File: src/rtl/pipe_pkg.sv
// Shared pipeline-stage definitions: NOP word, stage state encoding,
// default performance-counter width.
package pipe_pkg;

  localparam logic [31:0] NOP_INST = 32'hFC00_0000;
  localparam int CNT_W_DEF = 16;

  typedef enum logic [1:0] {
    EMPTY = 2'd0,
    HALF  = 2'd1,
    FULL  = 2'd2
  } stage_st_e;

endpackage

File: src/rtl/pipe_stage_buf_if.sv
// Valid/ready beat channel between pipeline stages.
// master drives the beat, slave drives back-pressure.
interface pipe_stage_buf_if #(
  parameter int DATA_W = 32
);

  logic              valid;
  logic [DATA_W-1:0] data;
  logic              ready;

  modport master (
    output valid,
    output data,
    input  ready
  );

  modport slave (
    input  valid,
    input  data,
    output ready
  );

endinterface

File: src/rtl/pipe_perf_cnt.sv
// Saturating event counter with increment enable.
// Holds at all-ones; clears on asynchronous active-low reset.
module pipe_perf_cnt #(
  parameter int CNT_W = 16
) (
  input  logic             clk,
  input  logic             rst,
  input  logic             inc_i,
  output logic [CNT_W-1:0] cnt_o
);

  logic [CNT_W-1:0] cnt_q;
  logic [CNT_W-1:0] cnt_d;

  always_comb begin
    cnt_d = cnt_q;
    if (inc_i && (cnt_q != {CNT_W{1'b1}})) begin
      cnt_d = cnt_q + CNT_W'(1);
    end
  end

  always_ff @(posedge clk or negedge rst) begin
    if (!rst) begin
      cnt_q <= '0;
    end else begin
      cnt_q <= cnt_d;
    end
  end

  assign cnt_o = cnt_q;

endmodule

File: src/rtl/pipe_stage_buf.sv
// Two-entry skid-buffered pipeline stage register with flush and NOP fill.
// Optional stall/flush counters enabled by PIPE_STAGE_PERF_EN.
module pipe_stage_buf
  import pipe_pkg::*;
#(
  parameter int                 DATA_W  = 32,
  parameter logic [DATA_W-1:0]  NOP_VAL = DATA_W'(NOP_INST),
  parameter int                 CNT_W   = CNT_W_DEF
) (
  input  logic                  clk,
  input  logic                  rst,
  input  logic                  flush,
  pipe_stage_buf_if.slave       in_if,
  pipe_stage_buf_if.master      out_if,
`ifdef PIPE_STAGE_PERF_EN
  output logic [CNT_W-1:0]      stall_cnt,
  output logic [CNT_W-1:0]      flush_cnt,
`endif
  output logic [1:0]            occupancy
);

  stage_st_e         state_q;
  stage_st_e         state_d;
  logic              main_vld_q;
  logic              main_vld_d;
  logic              skid_vld_q;
  logic              skid_vld_d;
  logic [DATA_W-1:0] main_q;
  logic [DATA_W-1:0] main_d;
  logic [DATA_W-1:0] skid_q;
  logic [DATA_W-1:0] skid_d;
  logic              accept;
  logic              drain;

  // Handshake outputs come straight from valid flops, never from inputs.
  assign in_if.ready  = ~skid_vld_q;
  assign out_if.valid = main_vld_q;
  assign out_if.data  = main_vld_q ? main_q : NOP_VAL;
  assign occupancy    = {skid_vld_q, main_vld_q & ~skid_vld_q};

  assign accept = in_if.valid & ~skid_vld_q;
  assign drain  = main_vld_q & out_if.ready;

  always_comb begin
    state_d = state_q;
    main_d  = main_q;
    skid_d  = skid_q;
    case (state_q)
      EMPTY: begin
        if (accept) begin
          state_d = HALF;
          main_d  = in_if.data;
        end
      end
      HALF: begin
        if (accept && drain) begin
          main_d = in_if.data;
        end else if (accept) begin
          state_d = FULL;
          skid_d  = in_if.data;
        end else if (drain) begin
          state_d = EMPTY;
        end
      end
      FULL: begin
        if (drain) begin
          state_d = HALF;
          main_d  = skid_q;
        end
      end
      default: state_d = EMPTY;
    endcase
    if (flush) begin
      state_d = EMPTY;
    end
    main_vld_d = (state_d != EMPTY);
    skid_vld_d = (state_d == FULL);
  end

  always_ff @(posedge clk or negedge rst) begin
    if (!rst) begin
      state_q    <= EMPTY;
      main_vld_q <= 1'b0;
      skid_vld_q <= 1'b0;
    end else begin
      state_q    <= state_d;
      main_vld_q <= main_vld_d;
      skid_vld_q <= skid_vld_d;
    end
  end

  // Payload flops carry no reset; the valid bits qualify them.
  always_ff @(posedge clk) begin
    main_q <= main_d;
    skid_q <= skid_d;
  end

`ifdef PIPE_STAGE_PERF_EN
  logic stall_inc;
  logic flush_inc;

  assign stall_inc = main_vld_q & ~out_if.ready;
  assign flush_inc = flush & (state_q != EMPTY);

  pipe_perf_cnt #(
    .CNT_W (CNT_W)
  ) u_stall_cnt (
    .clk   (clk),
    .rst   (rst),
    .inc_i (stall_inc),
    .cnt_o (stall_cnt)
  );

  pipe_perf_cnt #(
    .CNT_W (CNT_W)
  ) u_flush_cnt (
    .clk   (clk),
    .rst   (rst),
    .inc_i (flush_inc),
    .cnt_o (flush_cnt)
  );
`endif

endmodule

File: src/flat_wrapper.sv
// flat-port wrapper written by rule: the top's interface ports become plain ports
module pipe_stage_buf_flat import pipe_pkg::*;
#(
  parameter int                 DATA_W  = 32,
  parameter logic [DATA_W-1:0]  NOP_VAL = DATA_W'(NOP_INST),
  parameter int                 CNT_W   = CNT_W_DEF
)
  (clk, rst, flush, occupancy, in_if_valid, in_if_data, in_if_ready, out_if_valid, out_if_data, out_if_ready);
  pipe_stage_buf_if #(.DATA_W(DATA_W)) in_if_i ();
  pipe_stage_buf_if #(.DATA_W(DATA_W)) out_if_i ();
  input  logic clk;
  input  logic rst;
  input  logic flush;
  output logic [1:0] occupancy;
  input wire logic [$bits(in_if_i.valid)-1:0] in_if_valid;
  input wire logic [$bits(in_if_i.data)-1:0] in_if_data;
  output wire logic [$bits(in_if_i.ready)-1:0] in_if_ready;
  output wire logic [$bits(out_if_i.valid)-1:0] out_if_valid;
  output wire logic [$bits(out_if_i.data)-1:0] out_if_data;
  input wire logic [$bits(out_if_i.ready)-1:0] out_if_ready;
  assign in_if_i.valid = in_if_valid;
  assign in_if_i.data = in_if_data;
  assign in_if_ready = in_if_i.ready;
  assign out_if_valid = out_if_i.valid;
  assign out_if_data = out_if_i.data;
  assign out_if_i.ready = out_if_ready;
  pipe_stage_buf #(.DATA_W(DATA_W), .NOP_VAL(NOP_VAL), .CNT_W(CNT_W)) u_core (.clk(clk), .rst(rst), .flush(flush), .in_if(in_if_i), .out_if(out_if_i), .occupancy(occupancy));
endmodule
File: config.mk
export PLATFORM = sky130hd
export DESIGN_NAME = pipe_stage_buf_flat
export DESIGN_NICKNAME = d
export VERILOG_FILES = /design/src/rtl/pipe_pkg.sv /design/src/rtl/pipe_stage_buf_if.sv /design/src/rtl/pipe_perf_cnt.sv /design/src/rtl/pipe_stage_buf.sv /design/src/flat_wrapper.sv
export SDC_FILE = /design/constraint.sdc
export NUM_CORES = 1
export LEC_CHECK = 0
export CORE_ASPECT_RATIO = 0.5
export CORE_MARGIN = 4
export CORE_UTILIZATION = 48
export DETAILED_ROUTE_END_ITERATION = 12
export PLACE_DENSITY = 0.75
export SLEW_MARGIN = 40
export SYNTH_ARGS = -nofsm -noshare
export SYNTH_HDL_FRONTEND = slang
export SYNTH_SLANG_ARGS = --single-unit
File: constraint.sdc
create_clock -name clk -period 4.95 [get_ports clk]
set_input_delay 0.99 -clock clk [delete_from_list [all_inputs] [get_ports clk]]
set_output_delay 0.99 -clock clk [all_outputs]
set_load 0.03 [all_outputs]
==> impl_metrics.csv <==
group,metric,value,unit
setup_path,cp-end-kind,"output port",
logic_synthesis,yosysSeqAreaShare,0.694,
sta,hold_slack,0.544,ns
placement,io_buffer_count,72,
floorplanning,initial_utilization,0.512,
setup_path,worstSetupStartpointType,"flop",
setup_path,arrival,2.01,ns
clock_network,holdBufCountCts,0,
sta,slew_violations,0,
logic_synthesis,async_reset_ff_frac,0.0588,
sta,finClkSkew,0.00434,ns
power,cellPowerDensity,380,nW/um2
grt,antenna_found_initial,0,
logic_synthesis,syn_inst,162,
power,netSwitchingFraction,0.239,
clock_network,htreeDepth,3,
drt,wl_per_cell,16.8,um
cells_and_area,area_growth,36.7,%
logic_synthesis,yosys_warnings,0,
setup_path,critPathBufInv,1,
logic_synthesis,avgSynthCellArea,18.0,um2
logic_synthesis,synthFlopType,"edfxtp_1",
power,p_int,1.15,mW
setup_path,cp_cell_sequence,"and2_1 > clkdlybuf4s50_1",
clock_network,cts_root_buf,"clkbuf_16",
placement,hpwl,3.72,mm
floorplanning,fp.dieH,63.1,um
drt,antenna_left,0,
setup_path,r2r_slack,2.91,ns
grt,grt_pass1_vias,1688,
power,power,1.51,mW
flow_run,maxCapViolations,0,
cells_and_area,drive_above_1_share,0.218,
setup_path,cp_max_fo,40,
logic_synthesis,synthTopCellsByCount,"64 x edfxtp_1, 27 x mux2_4, 26 x and2_1",
grt,grt_usage,0.152,
floorplanning,die_w,118,um
sta,setup_violations,0,
clock_network,clock-sinks,68,
power,peakVddDrop,0.229,mV
setup_path,slowest_stage,"dfrtp_2",
drt,avgViaCountPerCell,4.94,
grt,grt_first_pass_wirelength,8.47,mm
cells_and_area,n_antenna_cell,0,
clock_network,cts_made_buffers,9,
clock_network,clk_pin_slew,0.05,ns
drt,wirelength,5.31,mm
drt,vias,1562,
logic_synthesis,yosys-top-cells-area,"edfxtp_1 66%, mux2_4 14%, and2_1 5.6%",
worst_hold_path,min_path_type,"reg -> reg",
power,p_clk_frac,0.351,
setup_path,cpLargestDelayFamily,"flip-flops",
drt,drc,0,
sta,rsz0062_at_grt,"false",
sta,tns,0,ns
power,p_switching,0.362,mW
floorplanning,die_area,7450,um2
logic_synthesis,synth_cell_types,28,
power,power.leakage,1.50,nW
sta,period_share,0.607,
setup_path,critPathKind,"reg -> out",
sta,relSlewSlack,0.567,
logic_synthesis,ys_seq_elements,68,
sta,hold_viol_final,0,
grt,grt_max_degree,41,
grt,grt_overflow_total,0,
drt,drt_iter0_drc,46,
clock_network,cts_resized,0,
setup_path,critPathMaxStageDelay,0.75,ns
logic_synthesis,synth_nets,199,
setup_path,worst_ep_required_time,3.96,ns
sta,fin_crit,3.00,ns
logic_synthesis,synth_top_area_cell,"edfxtp_1",
logic_synthesis,synth_edf_count,64,
clock_network,max-clock-path-buffers,2,
placement,gp_congestion,0.661,
logic_synthesis,synth.most_common_cell,"edfxtp_1",
cells_and_area,nets,277,
sta,worstMarginPinSlew,0.650,ns
floorplanning,fp.coreArea,5680,um2
clock_network,post_cts_buffers,0,
clock_network,cts_tree,"done",
power,power_frac_comb,0.176,
floorplanning,ioPinCount,73,
run_status,status,"finished, final reports clean",
logic_synthesis,yosysTopAreaCellShare,0.660,
power,seq_power_share,0.473,
logic_synthesis,synth_area,2910,um2
clock_network,clk_latency,0.32,ns
floorplanning,std_cell_rows,19,
drt,drt_pass1_iterations,4,
sta,max_freq,0.333,GHz
per-layer routing:
metal	vias up	routed length, um	global-route usage
met1	752	2160	0.154
li1	756	-	-
met2	48	2800	0.279
met4	0	61	0.0657
met3	6	295	0.0617
met5	-	0	0
area by class of cell:
| class | count | area, um2 |
|---|---|---|
| flip-flops and latches | 68 | 2020 |
| fillers | 371 | 1700 |
| multi-input cells | 84 | 826 |
| repair buffers | 76 | 790 |
| clock buffers | 9 | 225 |
| well taps | 73 | 91.3 |
| clock inverters | 5 | 21.3 |
| inverters | 1 | 3.75 |
per-stage QoR:
stage               utilization  worst slack, ns  cells  instance area (um2)
detailed placement        0.657             2.01    302                 3730
floorplan                     -            0.927    162                 2910
global placement          0.644             1.88    298                 3660
CTS                       0.701             1.90    316                 3980
global route              0.701             1.78    316                 3980
finish                    0.701             1.95    316                 3980
cells by family after synthesis:
family                 synth area share
flip-flops                        0.694
AND/OR/NAND/NOR                  0.0937
multiplexers                      0.159
buffers and inverters            0.0322
AO/OA/AOI/OAI                    0.0211
final timing paths:
path,depth (start not counted),from,to
worst max register to register,4,u_core.out_if.valid,u_core.main_q[18]
min in group asynchronous,1,rst,u_core.state_q[1]
worst min-delay path,1,u_core.skid_q[13],u_core.main_q[13]
worst min register to register,1,u_core.skid_q[13],u_core.main_q[13]
max in group asynchronous,1,rst,u_core.out_if.valid
worst max-delay path,2,u_core.out_if.valid,out_if_data[20]
sequential cells by signal, summed over array words and instances (netlist names):
register and cells:
u_core.skid_vld_q 1, u_core.state_q 2, u_core.main_q 32, u_core.out_if.valid 1, u_core.skid_q 32
cells in the final DEF (no fill, tap or decap):
cell              n
clkdlybuf4s50_1  72
buf_6             1
o21bai_1          1
clkbuf_16         9
or3_1             1
clkinv_2          2
o22ai_1           1
nor3b_2           1
nand2_1           2
inv_1             1
or2_2             1
edfxtp_1         64
a31oi_1           2
nand4b_1          1
mux2_2            5
a221oi_1          2
and2_1           26
nand3_1           1
mux2_4           27
buf_16            1
a21boi_0          1
dfrtp_1           3
nor2b_1           1
a21oi_4           1
clkinv_1          3
o21ai_4           1
buf_8             2
nand2b_1          7
and2b_1           1
nand2b_4          1
dfrtp_2           1
power by group through the flow:
stage	clock network [mW]	registers, mW	logic [mW]
2_1_floorplan	0	0.717	0.155
3_5_place_dp	0	0.727	0.268
3_3_place_gp	0	0.724	0.248
6_report	0.531	0.715	0.266
5_1_grt	0.579	0.721	0.280
4_1_cts	0.547	0.716	0.268
Note: power is estimated with default switching activity, not from simulation.
